### src/rtl/riscv_corereorderbuffer.sv
// In-order-commit reorder buffer for the long-latency RISCV core.
// Decode allocates at the tail. Two writeback channels clear the pending bits
// of slots in any order. Entries retire from the head in program order, one
// per cycle. Two combinational source queries report the youngest in-flight
// writer of rs1/rs2.
// Optional feature: define ROB_FLUSH_EN to add rob_flush (squash all entries).
module riscv_corereorderbuffer #(
    parameter int DEPTH     = 8,
    parameter int SLOT_BITS = 3
) (
    input  logic                 clk,
    input  logic                 reset,
`ifdef ROB_FLUSH_EN
    input  logic                 rob_flush,
`endif
    input  logic                 rob_alloc_val,
    output logic                 rob_alloc_rdy,
    input  logic                 rob_alloc_wen,
    input  logic [4:0]           rob_alloc_waddr,
    output logic [SLOT_BITS-1:0] rob_alloc_slot,
    input  logic                 rob_fill_val0,
    input  logic [SLOT_BITS-1:0] rob_fill_slot0,
    input  logic                 rob_fill_val1,
    input  logic [SLOT_BITS-1:0] rob_fill_slot1,
    output logic                 rob_commit_val,
    output logic                 rob_commit_wen,
    output logic [4:0]           rob_commit_waddr,
    output logic [SLOT_BITS-1:0] rob_commit_slot,
    input  logic [4:0]           rob_src0_addr,
    output logic                 rob_src0_hit,
    output logic [SLOT_BITS-1:0] rob_src0_slot,
    output logic                 rob_src0_pending,
    input  logic [4:0]           rob_src1_addr,
    output logic                 rob_src1_hit,
    output logic [SLOT_BITS-1:0] rob_src1_slot,
    output logic                 rob_src1_pending,
    output logic [SLOT_BITS:0]   rob_count
);

    logic [SLOT_BITS:0]        head_q, head_d, tail_q, tail_d;
    logic [DEPTH-1:0]          valid_q, valid_d, pending_q, pending_d, wen_q, wen_d;
    logic [DEPTH-1:0][4:0]     waddr_q, waddr_d;

    logic                      flush_w;
    logic                      empty, full, alloc_fire;
    logic [SLOT_BITS-1:0]      head_idx, tail_idx;
    logic [SLOT_BITS:0]        count;

`ifdef ROB_FLUSH_EN
    assign flush_w = rob_flush;
`else
    assign flush_w = 1'b0;
`endif

    assign head_idx   = head_q[SLOT_BITS-1:0];
    assign tail_idx   = tail_q[SLOT_BITS-1:0];
    assign count      = tail_q - head_q;
    assign empty      = (head_q == tail_q);
    assign full       = (head_idx == tail_idx) && (head_q[SLOT_BITS] != tail_q[SLOT_BITS]);

    // Ready looks only at registered state: a retiring head does not free a slot this cycle.
    assign rob_alloc_rdy  = !full;
    assign rob_alloc_slot = tail_idx;
    assign alloc_fire     = rob_alloc_val && !full && !flush_w;

    assign rob_commit_val   = !empty && valid_q[head_idx] && !pending_q[head_idx] && !flush_w;
    assign rob_commit_wen   = rob_commit_val && wen_q[head_idx] && (waddr_q[head_idx] != 5'd0);
    assign rob_commit_waddr = waddr_q[head_idx];
    assign rob_commit_slot  = head_idx;
    assign rob_count        = count;

    // Walk slots oldest-to-youngest from head so the last match is the youngest writer.
    function automatic logic [SLOT_BITS+1:0] src_lookup(input logic [4:0] addr);
        logic                 h;
        logic                 p;
        logic [SLOT_BITS-1:0] s;
        logic [SLOT_BITS-1:0] idx;
        h = 1'b0;
        p = 1'b0;
        s = '0;
        for (int i = 0; i < DEPTH; i++) begin
            idx = head_idx + SLOT_BITS'(i);
            if (((SLOT_BITS+1)'(i) < count) && valid_q[idx] && wen_q[idx] &&
                (waddr_q[idx] == addr) && (addr != 5'd0)) begin
                h = 1'b1;
                p = pending_q[idx];
                s = idx;
            end
        end
        return {h, p, s};
    endfunction

    // Source queries see registered state only.
    always_comb begin
        {rob_src0_hit, rob_src0_pending, rob_src0_slot} = src_lookup(rob_src0_addr);
        {rob_src1_hit, rob_src1_pending, rob_src1_slot} = src_lookup(rob_src1_addr);
    end

    // Next-state: flush squashes everything; otherwise fill, commit and allocate together.
    always_comb begin
        head_d    = head_q;
        tail_d    = tail_q;
        valid_d   = valid_q;
        pending_d = pending_q;
        wen_d     = wen_q;
        waddr_d   = waddr_q;
        if (flush_w) begin
            valid_d   = '0;
            pending_d = '0;
            tail_d    = head_q;
        end else begin
            // Fills to empty slots or to the slot being allocated are dropped.
            if (rob_fill_val0 && valid_q[rob_fill_slot0] &&
                !(alloc_fire && rob_fill_slot0 == tail_idx))
                pending_d[rob_fill_slot0] = 1'b0;
            if (rob_fill_val1 && valid_q[rob_fill_slot1] &&
                !(alloc_fire && rob_fill_slot1 == tail_idx))
                pending_d[rob_fill_slot1] = 1'b0;
            if (rob_commit_val) begin
                valid_d[head_idx] = 1'b0;
                head_d            = head_q + 1'b1;
            end
            if (alloc_fire) begin
                valid_d[tail_idx]   = 1'b1;
                pending_d[tail_idx] = 1'b1;
                wen_d[tail_idx]     = rob_alloc_wen;
                waddr_d[tail_idx]   = rob_alloc_waddr;
                tail_d              = tail_q + 1'b1;
            end
        end
    end

    // State registers; reset discards every in-flight entry.
    always_ff @(posedge clk) begin
        if (reset) begin
            head_q    <= '0;
            tail_q    <= '0;
            valid_q   <= '0;
            pending_q <= '0;
            wen_q     <= '0;
            waddr_q   <= '0;
        end else begin
            head_q    <= head_d;
            tail_q    <= tail_d;
            valid_q   <= valid_d;
            pending_q <= pending_d;
            wen_q     <= wen_d;
            waddr_q   <= waddr_d;
        end
    end

endmodule

### config.mk
export PLATFORM = sky130hd
export DESIGN_NAME = riscv_corereorderbuffer
export DESIGN_NICKNAME = d
export VERILOG_FILES = /design/src/rtl/riscv_corereorderbuffer.sv
export SDC_FILE = /design/constraint.sdc
export NUM_CORES = 1
export LEC_CHECK = 0
export CAP_MARGIN = 20
export CELL_PAD_IN_SITES_DETAIL_PLACEMENT = 0
export CELL_PAD_IN_SITES_GLOBAL_PLACEMENT = 2
export CORE_MARGIN = 3
export CORE_UTILIZATION = 41
export CTS_CLUSTER_DIAMETER = 150
export DETAILED_ROUTE_END_ITERATION = 7
export PLACE_DENSITY_LB_ADDON = 0.1
export SETUP_SLACK_MARGIN = 0.1
export SLEW_MARGIN = 20
export SYNTH_ARGS = -nofsm -noshare
export SYNTH_HDL_FRONTEND = slang
export SYNTH_SLANG_ARGS = --single-unit
### constraint.sdc
create_clock -name clk -period 15.1 [get_ports clk]
set_input_delay 4.53 -clock clk [delete_from_list [all_inputs] [get_ports clk]]
set_output_delay 4.53 -clock clk [all_outputs]
set_load 0.05 [all_outputs]
# Word-level counts from Yosys, hierarchy flattened
# Cells that the tools add are included.
# W data, S select, Z words.
[word_totals]
regBits = 72
in_bits = 27
out_inout_bits = 28
elab_cells = 280
[classes]
n_addsub = 10
magnitude_cmp = 23
n_eq_ne = 21
muxes = 133
bitwise_logic = 8
reduce_logical = 72
[op_table]
columns = ["op", "n"]
rows = [
  ["$bmux W5 S3", 8],
  ["$eq A5 B5 Y1", 16],
  ["$bmux W1 S3", 26],
  ["$logic_and A1 B1 Y1", 64],
  ["$mux W1", 62],
  ["$mux W3", 16],
  ["$mux W5", 9],
  ["$lt A3 B4 Y1 const B", 11],
  ["$bwmux W40", 1],
  ["$mux W8", 5],
  ["$and A8 B8 Y8", 3],
  ["$not A8 Y8", 3],
  ["$lt A3 B4 Y1 const A", 4],
  ["$or A8 B8 Y8", 2],
  ["$demux W5 S3", 1],
  ["$reduce_bool A5 Y1", 3],
  ["$add A3 B3 Y3 const B", 4],
  ["$demux W1 S3", 4],
  ["$ge A3 B1 Y1 const B", 4],
  ["$eq A3 B3 Y1", 3],
  ["$add A4 B1 Y4 const B", 2],
  ["$bwmux W8", 1],
  ["$lt A1 B4 Y1 const A", 2],
  ["$lt A2 B4 Y1 const A", 2],
  ["6 further kinds", 11],
]

# Logic depth before layout (Yosys ltp)
# Gate-level depths: netlist (run 1).
[logic_depth]
word_depth = 14
depth_mapped = 18
ltp_nobuf = 12

# Least setup slack after synthesis (run 1)
# OpenSTA, ideal clock, no wires.
[synth_timing]
path_kind = "input -> output"
from = "input rob_src1_addr[1]"
to = "output rob_src1_slot[0]"
t_arrival_ns = 7.157
t_required_ns = 10.570
setup_slack_ns = 3.413
stages = 8
n_path_buf = 1
cell_sequence = "clkbuf_1 -> nor4_1 -> and2_1 -> nor4_1 -> nand4_1 -> nand2b_1 -> nand2_1 -> o31ai_1"
[synth_via]
elab_chain_len = 11
[synth_lines]
columns = ["element", "line_no", "rtl"]
rows = [
  ["from (decl)", "33", "input logic [4:0] rob_src1_addr,"],
  ["$eq A5 B5 Y1", "84", "(waddr_q[idx] == addr) && (addr != 5'd0)) begin"],
  ["$logic_and A1 B1 Y1", "83", "if (((SLOT_BITS+1)'(i) < count) && valid_q[idx] && wen_q[idx] &&"],
  ["$logic_and A1 B1 Y1", "84", ""],
  ["$mux W3 (7 in series)", "83", ""],
  ["$mux W3 (*)", "83", ""],
  ["to (decl)", "35", "output logic [SLOT_BITS-1:0] rob_src1_slot,"],
]
# Mark *: on every way between the ends. The rest lies on a longest branch, timed or not.

# Final worst setup path (run 1)
[layout_timing]
from = "input rob_src0_addr[0]"
to = "output rob_src0_slot[0]"
[layout_via]
elab_chain_len = 11
[layout_lines]
columns = ["element", "line_no", "rtl"]
rows = [
  ["from (decl)", "29", "input logic [4:0] rob_src0_addr,"],
  ["$eq A5 B5 Y1", "84", ""],
  ["$logic_and A1 B1 Y1", "83", ""],
  ["$logic_and A1 B1 Y1", "84", ""],
  ["$mux W3 (7 in series)", "83", ""],
  ["$mux W3 (*)", "83", ""],
  ["to (decl)", "31", "output logic [SLOT_BITS-1:0] rob_src0_slot,"],
]
# Marks and branches as above.

==> results of run 1 <==
[metal layers]
metal | GRT usage (%) | up-vias | wire length (um)
met5 | 0 | - | 0
met4 | 5.45 | 0 | 327
met3 | 3.84 | 21 | 1640
met2 | 41.0 | 237 | 12500
met1 | 38.5 | 3587 | 12600
li1 | - | 3333 | -
[layout by cell type (no fill, tap or decap), types with 16 or more instances in the layout]
| master | n |
|---|---|
| mux2i_1 | 99 |
| nand2_1 | 86 |
| dfxtp_1 | 69 |
| nor2_1 | 66 |
| xnor2_1 | 63 |
| a21oi_1 | 62 |
| mux4_2 | 58 |
| clkdlybuf4s50_1 | 53 |
| nand3_1 | 41 |
| o21ai_0 | 25 |
| xor2_1 | 22 |
| inv_1 | 19 |
| o211ai_1 | 17 |
| nand4_1 | 16 |
[where the power goes]
part / internal, W / total (W) / switching, W / leakage [nW]
clock network: 0.000141 / 0.000224 / 0.0000829 / 0.155
logic: 0.0000617 / 0.000160 / 0.0000979 / 2.34
registers: 0.000194 / 0.000203 / 0.00000836 / 0.584
total: 0.000397 / 0.000587 / 0.000189 / 3.08
[sequential cells by signal (all words and copies together), names as in the netlist]
register / count
head_q: 4
pending_q: 8
tail_q: 4
valid_q: 8
waddr_q: 40
wen_q: 8
[layout make-up]
class                      count  area share [%]
multi-input combinational    724            68.1
clock buffer                  12            3.04
clock inverter                 4           0.586
timing repair buffer          65            7.06
inverter                      23            1.01
sequential                    72            16.5
tap                          260            3.71
[through the flow]
| stage | util [%] | cell area [um2] | hold slack, ns |
|---|---|---|---|
| after floorplan | - | 7900 | 0.460 |
| after global placement | 44.8 | 8440 | 0.476 |
| after detailed placement | 44.8 | 8440 | 0.480 |
| after CTS | 46.5 | 8750 | 0.489 |
| after global routing | 46.5 | 8760 | 0.513 |
| final | 46.5 | 8760 | 0.487 |
[worst min-delay path: stages, from the launching register on]
cell	delay, ns
dfxtp_1	0.33
nand2_1	0.06
a21oi_1	0.05
[kinds of logic (layout without fill, tap and decap cells)]
logic type / count (synthesis) / after routing
multiplexers: 177 / 177
buffers and inverters: 102 / 104
adder cells (fa/ha/maj): 11 / 11
XOR/XNOR: 88 / 88
flip-flops: 72 / 72
AND/OR/NAND/NOR: 285 / 285
AO/OA/AOI/OAI: 163 / 163
[worst min-delay path by stage]
stage          slack (ns)  cells past startpoint       end     start
6_report             0.49                      2  wen_q[6]  wen_q[6]
3_5_place_dp         0.48                      2  wen_q[6]  wen_q[6]
4_1_cts              0.49                      2  wen_q[6]  wen_q[6]
3_3_place_gp         0.48                      2  wen_q[6]  wen_q[6]
5_1_grt              0.51                      2  wen_q[6]  wen_q[6]
2_1_floorplan        0.46                      2  wen_q[2]  wen_q[2]
==> impl_metrics.ini, run 1 <==
[outcome]
status = finished clean

[clocking]
ctsLongestPathBuffers = 2
cts_buffers = 9
hold_buffers = 0
cts.clk_slew.worst_paths_ns = 0.05
htreeDepth = 3
cts_resized = 0
clkSinkCount = 72
cts_setup_buffers = 0
cts_tree = done
clk_latency_ns = 0.34
root_buffer = clkbuf_16

[drt]
wl_per_cell_um = 23.3
vias_per_cell = 6.19
antenna_left = 0
vias = 7178
drtPass1Iterations = 5
drc_errors = 0
drtIter0Drc = 710
wl_um = 27100

[sta]
fin_worst_skew_ns = 0.0127
hold_viol = 0
setup_slack_ns = 2.31
post-route-period-util_pct = 84.7
finalSetupViolCount = 0
rsz0062_at_grt = false
fin_crit_ns = 12.79
report.final.slew_viol_count = 0
tns_ns = 0
max_slew_margin_pct = 34.7
tightest_slew_ns = 0.978
max_freq_mhz = 78.2

[yosys]
synth.most_common_cell = mux2i_1
synthFlopType = dfxtp_1
synth-compound-area-share_pct = 13.2
async_flop_share_pct = 0
avgSynthCellArea_um2 = 8.79
syn_area_mm2 = 0.00790
synth-edff-count = 0
synth.net_count = 936
yosys.area_share.simple_pct = 17.4
ys_ff_latch = 72
synth_seq_area_share_pct = 18.3
synth_xor_area_share_pct = 10.3
yosysWarnings = 0
syn_inst = 898
yosysTopAreaCell = dfxtp_1
netlist_top_cells_count = mux2i_1 (99), nand2_1 (86), dfxtp_1 (72), nor2_1 (66), xnor2_1 (63)
synth_top_family_by_area = multiplexers
yosys-top-cells-area = dfxtp_1 (18%), mux4_2 (17%), mux2i_1 (13%), xnor2_1 (7.0%), nand2_1 (4.1%)
synth_top_area_share_pct = 18.3
synth_adder_area_share_pct = 1.84
muxShareOfSynthArea_pct = 32.7
yosysUniqueCellTypes = 73

[cells_and_area]
diodes = 0
fillers = 1856
nNetsFinal = 933
drive_above_1_share_pct = 13.3
instances_no_fill = 1160
syn_to_final_growth_pct = 11.0
register_area_mm2 = 0.00145
multi_input_area_mm2 = 0.00596

[setup_path]
cpLargestDelayFamily = buffers and inverters
endpoint = rob_src0_slot[0]
path_depth = 9
slowest_stage = clkdlybuf4s50_1
critPathLaunch = rob_src0_addr[0]
r2r-start = head_q[0]
ff2ff_setup_slack_ns = 11.62
cp.arrival_ns = 8.26
critPathCaptureType = primary output
rr_worst_depth = 7
crit_chain = clkdlybuf4s50_1, clkinv_1, xnor2_1, nand4_1, or4_1, a31oi_1, o21ai_1, or3_1, clkdlybuf4s50_1
crit_path_start_kind = input pin
crit_buf_inv = 3
cp_max_fo = 10
criticalPathCategory = in2out
r2r-end = waddr_q[38]
critPathRequiredTime_ns = 10.57
slowest_delay_ns = 0.80
crit_top_cell = clkdlybuf4s50_1

[die]
core.rowCount = 50
die_y_um = 145
num_io_pins = 55
core_area_mm2 = 0.0188
dieArea_mm2 = 0.0210
initial_core_util_pct = 41.9
die_w_um = 145

[place]
port_buffers = 54
gp_congestion = 0.948
dp_hpwl_um = 20900
dp_cells = 1144
dp_slack_ns = 2.21

[global_route]
grt_pass1_vias = 6892
grt_max_degree = 56
grt.overflow.total = 0
antenna_found_initial = 0
grt_pass1_wl_um = 41800
grt_usage_pct = 26.2

[flow_run]
cap_viol_max_count = 0

[min_path]
hold_path_class = reg2reg

[power_and_ir_drop]
peakVddDrop_v = 0.0000711
cellPowerDensity_mw_per_mm2 = 67.0
p_leak_nw = 3.08
p_total_w = 0.000587
(Power assumes the default switching activity.)
==> run 2: changes to the inputs <==
--- a/config.mk
+++ b/config.mk
@@ -9,7 +9,7 @@
 export CELL_PAD_IN_SITES_DETAIL_PLACEMENT = 0
 export CELL_PAD_IN_SITES_GLOBAL_PLACEMENT = 2
 export CORE_MARGIN = 3
-export CORE_UTILIZATION = 41
+export CORE_UTILIZATION = 34
 export CTS_CLUSTER_DIAMETER = 150
 export DETAILED_ROUTE_END_ITERATION = 7
 export PLACE_DENSITY_LB_ADDON = 0.1
==> constraint.sdc (replaced) <==
create_clock -name clk -period 11.5 [get_ports clk]
set_input_delay 3.45 -clock clk [delete_from_list [all_inputs] [get_ports clk]]
set_output_delay 3.45 -clock clk [all_outputs]
set_load 0.05 [all_outputs]
==> run 2 against run 1 <==
Count of clock-buffer cells in the layout decreased by 1. Worst hold slack improved by 0.00074 ns. Setup slack got worse by 1.5 ns. Core utilization decreased by 7.8 points. Largest power group unchanged.
==> impl_metrics.ini, run 2 (same netlist as run 1, synthesis figures left out) <==
[outcome]
status = finished clean

[sta]
finalSetupViolCount = 0
fin_worst_skew_ns = 0.00634
report.final.slew_viol_count = 0
hold_ws_ns = 0.488
tns_ns = 0
rsz0062_at_grt = false
post-route-period-util_pct = 93.3
max_freq_mhz = 93.2
hold_viol = 0
fin_crit_ns = 10.73
max_slew_margin_pct = 33.0
tightest_slew_ns = 1.00

[power_and_ir_drop]
p_leak_nw = 3.08
cellPowerDensity_mw_per_mm2 = 88.7
peakVddDrop_v = 0.0000590

[drt]
drc_errors = 0
drtIter0Drc = 514
drtPass1Iterations = 5
wl_um = 29200
vias_per_cell = 6.06
wl_per_cell_um = 24.6
vias = 7183
antenna_left = 0

[cells_and_area]
nNetsFinal = 934
drive_above_1_share_pct = 13.1
layout_commonest_cell = mux2i_1
most-common-layout-cells = mux2i_1 (99), nand2_1 (86), dfxtp_1 (69)
syn_to_final_growth_pct = 11.3
fillers = 2308
largest_reg_flops = 40
regMostFlops = waddr_q
diodes = 0
final_area_mm2 = 0.00879

[clocking]
hold_buffers = 0
clkSinkCount = 72
cts_setup_buffers = 0
ctsLongestPathBuffers = 2
cts.clk_slew.worst_paths_ns = 0.05
root_buffer = clkbuf_16
htreeDepth = 3
cts_buffers = 9
clk_latency_ns = 0.34
cts_resized = 0
cts_tree = done

[global_route]
grt_usage_pct = 23.4
grt_pass1_wl_um = 44000
grt_max_degree = 73
antenna_found_initial = 0
grt_pass1_vias = 6885
grt.overflow.total = 0

[place]
port_buffers = 54
gp_congestion = 0.939
dp_hpwl_um = 22100
place_area_mm2 = 0.00847

[setup_path]
rr_worst_depth = 7
criticalPathCategory = in2out
crit_chain = clkdlybuf4s50_1, clkinv_1, xnor2_1, nand4_1, or4_1, a31oi_1, o21ai_1, or3_1, clkdlybuf4s50_1
cp.arrival_ns = 7.28
crit_top_cell = clkdlybuf4s50_1
slowest_delay_ns = 0.85
ff2ff_setup_slack_ns = 7.89
critPathRequiredTime_ns = 8.05
r2r-end = waddr_q[35]
critPathCaptureType = primary output
cp_max_fo = 10
crit_path_start_kind = input pin
r2r-start = head_q[0]
slowest_stage = clkdlybuf4s50_1

[min_path]
worstHoldEndpoint = wen_q[6]
hold_path_class = reg2reg
hold_path_depth = 2
min_from = wen_q[6]

[die]
dieArea_mm2 = 0.0251
core_area_mm2 = 0.0227
die_w_um = 158
num_io_pins = 55
core.rowCount = 55
initial_core_util_pct = 34.8
die_y_um = 158

[flow_run]
cap_viol_max_count = 0
==> run 2: changes by cell type in the layout (fill, tap and decap cells not counted), sizes merged <==
cell    previous run  this run
buf               12        13
clkbuf            12        11
bufinv             1         2
==> run 2: cell type report <==
cell class	instances	area (um2)	share of cell area (%)
well taps	285	357	4.06
inverters	23	88.8	1.01
flip-flops and latches	72	1450	16.4
repair buffers	66	626	7.12
clock buffers	11	233	2.65
multi-input cells	724	5960	67.8
clock inverters	5	81.3	0.925
==> run 2: how the worst max path moves through the flow <==
stage	from	end	slack (ns)	depth (start not counted)
2_1_floorplan	rob_src1_addr[1]	rob_src1_slot[0]	1.97	8
3_3_place_gp	rob_src0_addr[0]	rob_src0_slot[0]	0.86	9
3_5_place_dp	rob_src0_addr[0]	rob_src0_slot[0]	0.83	9
4_1_cts	rob_src0_addr[0]	rob_src0_slot[0]	0.83	9
5_1_grt	rob_src0_addr[0]	rob_src0_slot[0]	0.67	9
6_report	rob_src0_addr[0]	rob_src0_slot[0]	0.77	9
==> run 2: report_power, final <==
part	leakage (nW)	internal, W	switching [W]	total [W]
sequential	0.584	0.000255	0.0000110	0.000266
combinational	2.35	0.0000812	0.000130	0.000211
clock	0.150	0.000190	0.000112	0.000302
total	3.08	0.000527	0.000253	0.000779
==> run 2: layer usage <==
metal	vias up	global-route usage, %	routed length [um]
li1	3324	-	-
met1	3570	35.0	14000
met2	251	35.7	13000
met3	38	2.45	1420
met4	0	6.80	658
met5	-	0	0
==> run 2: critical path: cells and delay by family <==
family,cells,cell delay [ns]
AO/OA/AOI/OAI,2,0.32
XOR/XNOR,1,0.27
buffers and inverters,3,2.02
AND/OR/NAND/NOR,3,1.21
==> run 2: metrics by stage <==
stage               utilization [%]  setup slack [ns]  power [W]  std cells
floorplan                         -              1.97   0.000421        898
global placement               37.3             0.860   0.000481       1170
detailed placement             37.3             0.831   0.000482       1170
CTS                            38.7             0.829   0.000787       1186
global route                   38.7             0.665   0.000812       1186
finish                         38.7             0.765   0.000779       1186
